## config.mk

```make
export PLATFORM = sky130hd
export DESIGN_NAME = mem_bus_arbiter
export DESIGN_NICKNAME = d
export VERILOG_FILES = /design/src/rtl/mem_bus_arbiter_pkg.sv /design/src/rtl/mem_bus_arbiter.sv
export SDC_FILE = /design/constraint.sdc
export NUM_CORES = 1
export LEC_CHECK = 0
export CAP_MARGIN = 20
export CORE_AREA = 2 2 110 112
export CTS_CLUSTER_SIZE = 28
export DETAILED_ROUTE_END_ITERATION = 10
export DIE_AREA = 0 0 112 114
export GPL_ROUTABILITY_DRIVEN = 0
export PLACE_DENSITY = 0.79
export SYNTH_ARGS = -nofsm -noshare
export SYNTH_HDL_FRONTEND = slang
export SYNTH_SLANG_ARGS = --single-unit
```

## constraint.sdc

```tcl
create_clock -name clk -period 2.25 [get_ports clk]
set_clock_uncertainty 0.05 [all_clocks]
set_input_delay 0.45 -clock clk [delete_from_list [all_inputs] [get_ports clk]]
set_output_delay 0.45 -clock clk [all_outputs]
set_load 0.02 [all_outputs]
```

## src/rtl/mem_bus_arbiter_pkg.sv

```systemverilog
// Shared bus types for the CPU-side ibus/dbus and the memory-side cbus.
// It also holds small helpers that turn a CPU request into a cbus request.
package mem_bus_arbiter_pkg;

  typedef enum logic [2:0] {
    MSIZE1 = 3'd0,
    MSIZE2 = 3'd1,
    MSIZE4 = 3'd2,
    MSIZE8 = 3'd3
  } msize_t;

  typedef struct packed {
    logic        valid;
    logic [31:0] addr;
  } ibus_req_t;

  typedef struct packed {
    logic        addr_ok;
    logic        data_ok;
    logic [31:0] data;
  } ibus_resp_t;

  typedef struct packed {
    logic        valid;
    logic [31:0] addr;
    msize_t      size;
    logic [3:0]  strobe;
    logic [31:0] data;
  } dbus_req_t;

  typedef struct packed {
    logic        addr_ok;
    logic        data_ok;
    logic [31:0] data;
  } dbus_resp_t;

  typedef struct packed {
    logic        valid;
    logic        is_write;
    msize_t      size;
    logic [31:0] addr;
    logic [3:0]  strobe;
    logic [31:0] data;
  } cbus_req_t;

  typedef struct packed {
    logic        okay;
    logic [31:0] data;
  } cbus_resp_t;

  // Instruction fetches are always full-word reads.
  function automatic cbus_req_t f_creq_from_ireq(input ibus_req_t req);
    cbus_req_t c;
    c.valid    = 1'b1;
    c.is_write = 1'b0;
    c.size     = MSIZE4;
    c.addr     = req.addr;
    c.strobe   = 4'b0000;
    c.data     = 32'h0000_0000;
    return c;
  endfunction

  // A data access is a write exactly when any byte strobe is set.
  function automatic cbus_req_t f_creq_from_dreq(input dbus_req_t req);
    cbus_req_t c;
    c.valid    = 1'b1;
    c.is_write = |req.strobe;
    c.size     = req.size;
    c.addr     = req.addr;
    c.strobe   = req.strobe;
    c.data     = req.data;
    return c;
  endfunction

endpackage

```

## src/rtl/mem_bus_arbiter.sv

```systemverilog
// Two-master arbiter: the CPU fetch bus and the CPU data bus share one
// memory bus. One transaction is in flight at a time; the winning request
// is latched on the grant edge and held on creq until the memory says okay.
module mem_bus_arbiter
  import mem_bus_arbiter_pkg::*;
#(
  parameter int ROUND_ROBIN = 1
) (
  input  logic       clk,
  input  logic       resetn,
  input  ibus_req_t  ireq,
  output ibus_resp_t iresp,
  input  dbus_req_t  dreq,
  output dbus_resp_t dresp,
  output cbus_req_t  creq,
  input  cbus_resp_t cresp
);

  typedef enum logic [1:0] {
    ST_IDLE   = 2'd0,
    ST_BUSY_I = 2'd1,
    ST_BUSY_D = 2'd2
  } state_t;

  localparam logic RR_EN = (ROUND_ROBIN != 32'sd0);

  state_t    r_state;
  state_t    w_state_nxt;
  cbus_req_t r_creq;
  cbus_req_t w_creq_nxt;
  logic      r_last_d;     // 1: last grant went to dbus, 0: to ibus
  logic      w_last_d_nxt;
  logic      w_pick_d;

  // dbus wins if it is alone, if priority is fixed, or if ibus was served last.
  assign w_pick_d = dreq.valid & (~ireq.valid | ~RR_EN | ~r_last_d);

  // Next-state, latched request and last-grant pointer.
  always_comb begin
    w_state_nxt  = r_state;
    w_creq_nxt   = r_creq;
    w_last_d_nxt = r_last_d;
    case (r_state)
      ST_IDLE: begin
        if (w_pick_d) begin
          w_state_nxt  = ST_BUSY_D;
          w_creq_nxt   = f_creq_from_dreq(dreq);
          w_last_d_nxt = 1'b1;
        end else if (ireq.valid) begin
          w_state_nxt  = ST_BUSY_I;
          w_creq_nxt   = f_creq_from_ireq(ireq);
          w_last_d_nxt = 1'b0;
        end else begin
          w_state_nxt  = ST_IDLE;
        end
      end
      ST_BUSY_I, ST_BUSY_D: begin
        // Completion returns to IDLE; regrant waits for the next edge.
        if (cresp.okay) begin
          w_state_nxt = ST_IDLE;
          w_creq_nxt  = '0;
        end else begin
          w_state_nxt = r_state;
        end
      end
      default: begin
        w_state_nxt = ST_IDLE;
        w_creq_nxt  = '0;
      end
    endcase
  end

  // State, latched request and grant pointer registers; reset drops any transfer.
  always_ff @(posedge clk or negedge resetn) begin
    if (!resetn) begin
      r_state  <= ST_IDLE;
      r_creq   <= '0;
      r_last_d <= 1'b0;
    end else begin
      r_state  <= w_state_nxt;
      r_creq   <= w_creq_nxt;
      r_last_d <= w_last_d_nxt;
    end
  end

  assign creq = r_creq;

  // Response pulse goes only to the current owner, in the okay cycle itself.
  always_comb begin
    iresp = '0;
    dresp = '0;
    if (cresp.okay && (r_state == ST_BUSY_I)) begin
      iresp.addr_ok = 1'b1;
      iresp.data_ok = 1'b1;
      iresp.data    = cresp.data;
    end else if (cresp.okay && (r_state == ST_BUSY_D)) begin
      dresp.addr_ok = 1'b1;
      dresp.data_ok = 1'b1;
      dresp.data    = cresp.data;
    end else begin
      iresp = '0;
      dresp = '0;
    end
  end

endmodule

```

==> out/summary.txt <==
Share of synthesized area occupied by flip-flops and latches = 0.526
Total overflow reported by the global router = 0
Post-layout power = 7.80 mW
Nets@finish = 716
Final standard cell utilization of the core = 0.566
Top-level I/O count = 281
Number of pins with negative max-slew slack in the final report = 0
Detail-routed net length per standard cell = 17.2 um
Switching portion of total power = 0.388
Cell family with most CP delay = buffers and inverters
H-tree level count = 3
GR Util All Layers = 0.193
Top library cells by usage in the layout, fill and taps aside = 211 x clkdlybuf4s50_1, 76 x dfrtp_1, 39 x a22o_1
Growth of design area from synthesis to finish = 83.3%
Total of flip-flops plus latches after synthesis = 76
Initial standard-cell utilization of the core = 0.309
Clock network latency to the later pin of the worst-skew pair = 320 ps
Pwr Density = 1180 nW/um^2
Antenna diode count = 0
DP HPWL = 9580 um
Via count of the first global-routing pass = 3,679
Worst slack after detailed placement = -347 ps
Net switching power = 3.02 mW
Slowest cell on the critical path = clkdlybuf4s50_1
Number of buffers inserted during clock tree synthesis = 9
Number of instances in the synthesized netlist = 299
Path type of the worst setup path = input pin to output pin
Data required time of the critical path = 1750 ps
Setup slack of the critical path after layout = 62.7 ps
First-pass GRT wire length = 19,800 um
Layout cells sized above 1 = 0.171
Final cycle utilization of the critical path = 0.972
WL final = 12,500 um
Launch instance of the worst register-to-register path = r_state[0]
Number of hold violations in the final report = 0
Critical Path, Cell by Cell = clkdlybuf4s50_1, nand2_1, nor2_2, buf_12, and2_1, buf_2
Static Leak = 3.11 nW
Kind of path behind the tightest hold check = input pin to async pin
Placement Rows = 40
Initial antenna violation count = 0
Chip Width = 112 um
Number of buffers added for setup after CTS = 0
Total die area = 12,800 um^2
Chip Height = 114 um
Cell type with the largest total area after synthesis = dfrtp_1
Clock slew at the register clock pins of the worst setup and hold paths = 60 ps
Count of routing violations after the opening detailed-route iteration = 114
Count of buffer and inverter cells on the critical path = 3
Most frequent standard cell in the layout excluding fill and tap cells = clkdlybuf4s50_1
Number of routed nets with antenna violations = 0
YS warnings = 0
Number of distinct library cells after synthesis = 27
Detailed Routing Iterations Pass 1 = 4
Highest attainable clock frequency = 457 MHz
Quantity of I/O buffers inserted on ports = 280
Clock network power share = 0.189
Synthesized area = 3610 um^2
Number of buffers inserted for hold repair after clock tree synthesis = 0
TritonCTS clock tree = done
Synth top area share = 0.526
VDD IR-drop max = 0.553 mV
Run status = finished clean
Maximum Capacitance Violations = 0
Max Root-Sink Buffers = 2
Post-layout min period = 2190 ps
Total clock sinks = 76
Data arrival time of the critical path = 1690 ps
Largest fanout on the critical path = 34
Syn nets = 442
Dominant cells by area after synthesis = dfrtp_1 53%, a22o_1 9.4%, mux2i_1 8.9%
Synthesized area per cell = 12.1 um^2
Normalized max-slew margin = 0.694
Via density per instance = 4.83
Crit path launch = cresp[32]
Pin count of the biggest net entering global routing = 43
Seq pwr share = 0.287
Longest individual stage delay on the worst path = 500 ps
Standard cell core area = 11,700 um^2
Endpoints failing setup = 0
Worst Setup End Kind = output pin
Internal power component = 4.77 mW
Vias after detailed routing = 3,503
Buffer cell driving the clock tree root = clkbuf_16
Nature of the critical path startpoint = input pin
Worst Tran Pin Value = 459 ps
DRC Markers = 0
Combinational share of power = 0.524
-- metal layers --
metal | global-route usage | vias to the layer above | wire, um
li1 | - | 1650 | -
met1 | 0.229 | 1703 | 5020
met2 | 0.340 | 134 | 6370
met3 | 0.0590 | 16 | 913
met4 | 0.0553 | 0 | 184
met5 | 0 | - | 0
-- cells by family (layout without fill, tap and decap cells) --
kind of cell             after synthesis  after routing  synth area share
AO/OA/AOI/OAI                         80             80             0.194
adder cells (fa/ha/maj)                3              3            0.0104
buffers and inverters                 32            311            0.0512
flip-flops                            76             76             0.526
multiplexers                          33             33            0.0917
AND/OR/NAND/NOR                       75             75             0.127
-- layout make-up --
cell class	instances	area (um^2)
multi-input cells	191	1550
flip-flops and latches	76	1900
fillers	1017	5080
repair buffers	292	2670
inverters	3	11.3
clock buffers	10	239
clock inverters	6	70.1
well taps	147	184
-- stage by stage --
stage / area (um^2) / cells / hold slack, ps / TNS, ps
2_1_floorplan: 3610 / 299 / 104 / 0
3_3_place_gp: 6620 / 709 / 386 / -18170
3_5_place_dp: 6620 / 709 / 393 / -19900
4_1_cts: 6940 / 725 / 38.3 / -89.3
5_1_grt: 6630 / 725 / 56.0 / -7.74
6_report: 6630 / 725 / 21.2 / 0
-- cells in the mapped netlist --
library cell,instances
dfrtp_1,76
a22o_1,39
and2_1,33
and3_1,32
mux2i_1,32
o2bb2ai_1,32
buf_2,10
clkbuf_1,9
buf_4,6
buf_6,4
nand2_1,4
ha_1,3
inv_1,3
a21boi_1,2
nand2b_1,2
a211oi_4,1
a21bo_1,1
a21o_1,1
mux2_1,1
nor2_1,1
nor2b_1,1
o211ai_1,1
o21ai_0,1
o21ai_1,1
o21ai_2,1
or3_1,1
or4_1,1
-- worst paths after layout --
path                             end  slack, ps  cells past startpoint
setup reg to reg            creq[27]        430                      7
setup / recovery           dresp[18]         60                      6
max in group asynchronous   creq[30]       1550                      2
hold reg to reg             creq[72]        440                      1
hold / removal              creq[62]         20                      1
min in group clk            creq[72]        440                      1
-- power groups by stage --
stage / logic, mW / clock network [mW] / registers, mW
after CTS: 4.18 / 1.52 / 2.25
after global routing: 4.34 / 1.59 / 2.32
after floorplan: 1.51 / 0 / 2.87
final: 4.08 / 1.47 / 2.24
after global placement: 4.17 / 0 / 2.24
after detailed placement: 4.23 / 0 / 2.25
-- repair_timing --
| item | in CTS | in global routing |
|---|---|---|
| hold endpoints to repair | 0 | 0 |
| resized for setup | 141 | 99 |
| gates cloned | 0 | 0 |
| endpoints found under the setup margin | 68 | 68 |
-- sequential cells by signal (all words and copies together), names as in the netlist --
| signal | count |
|---|---|
| r_last_d | 1 |
| r_state | 2 |
| creq | 73 |
(Power assumes the default switching activity.)
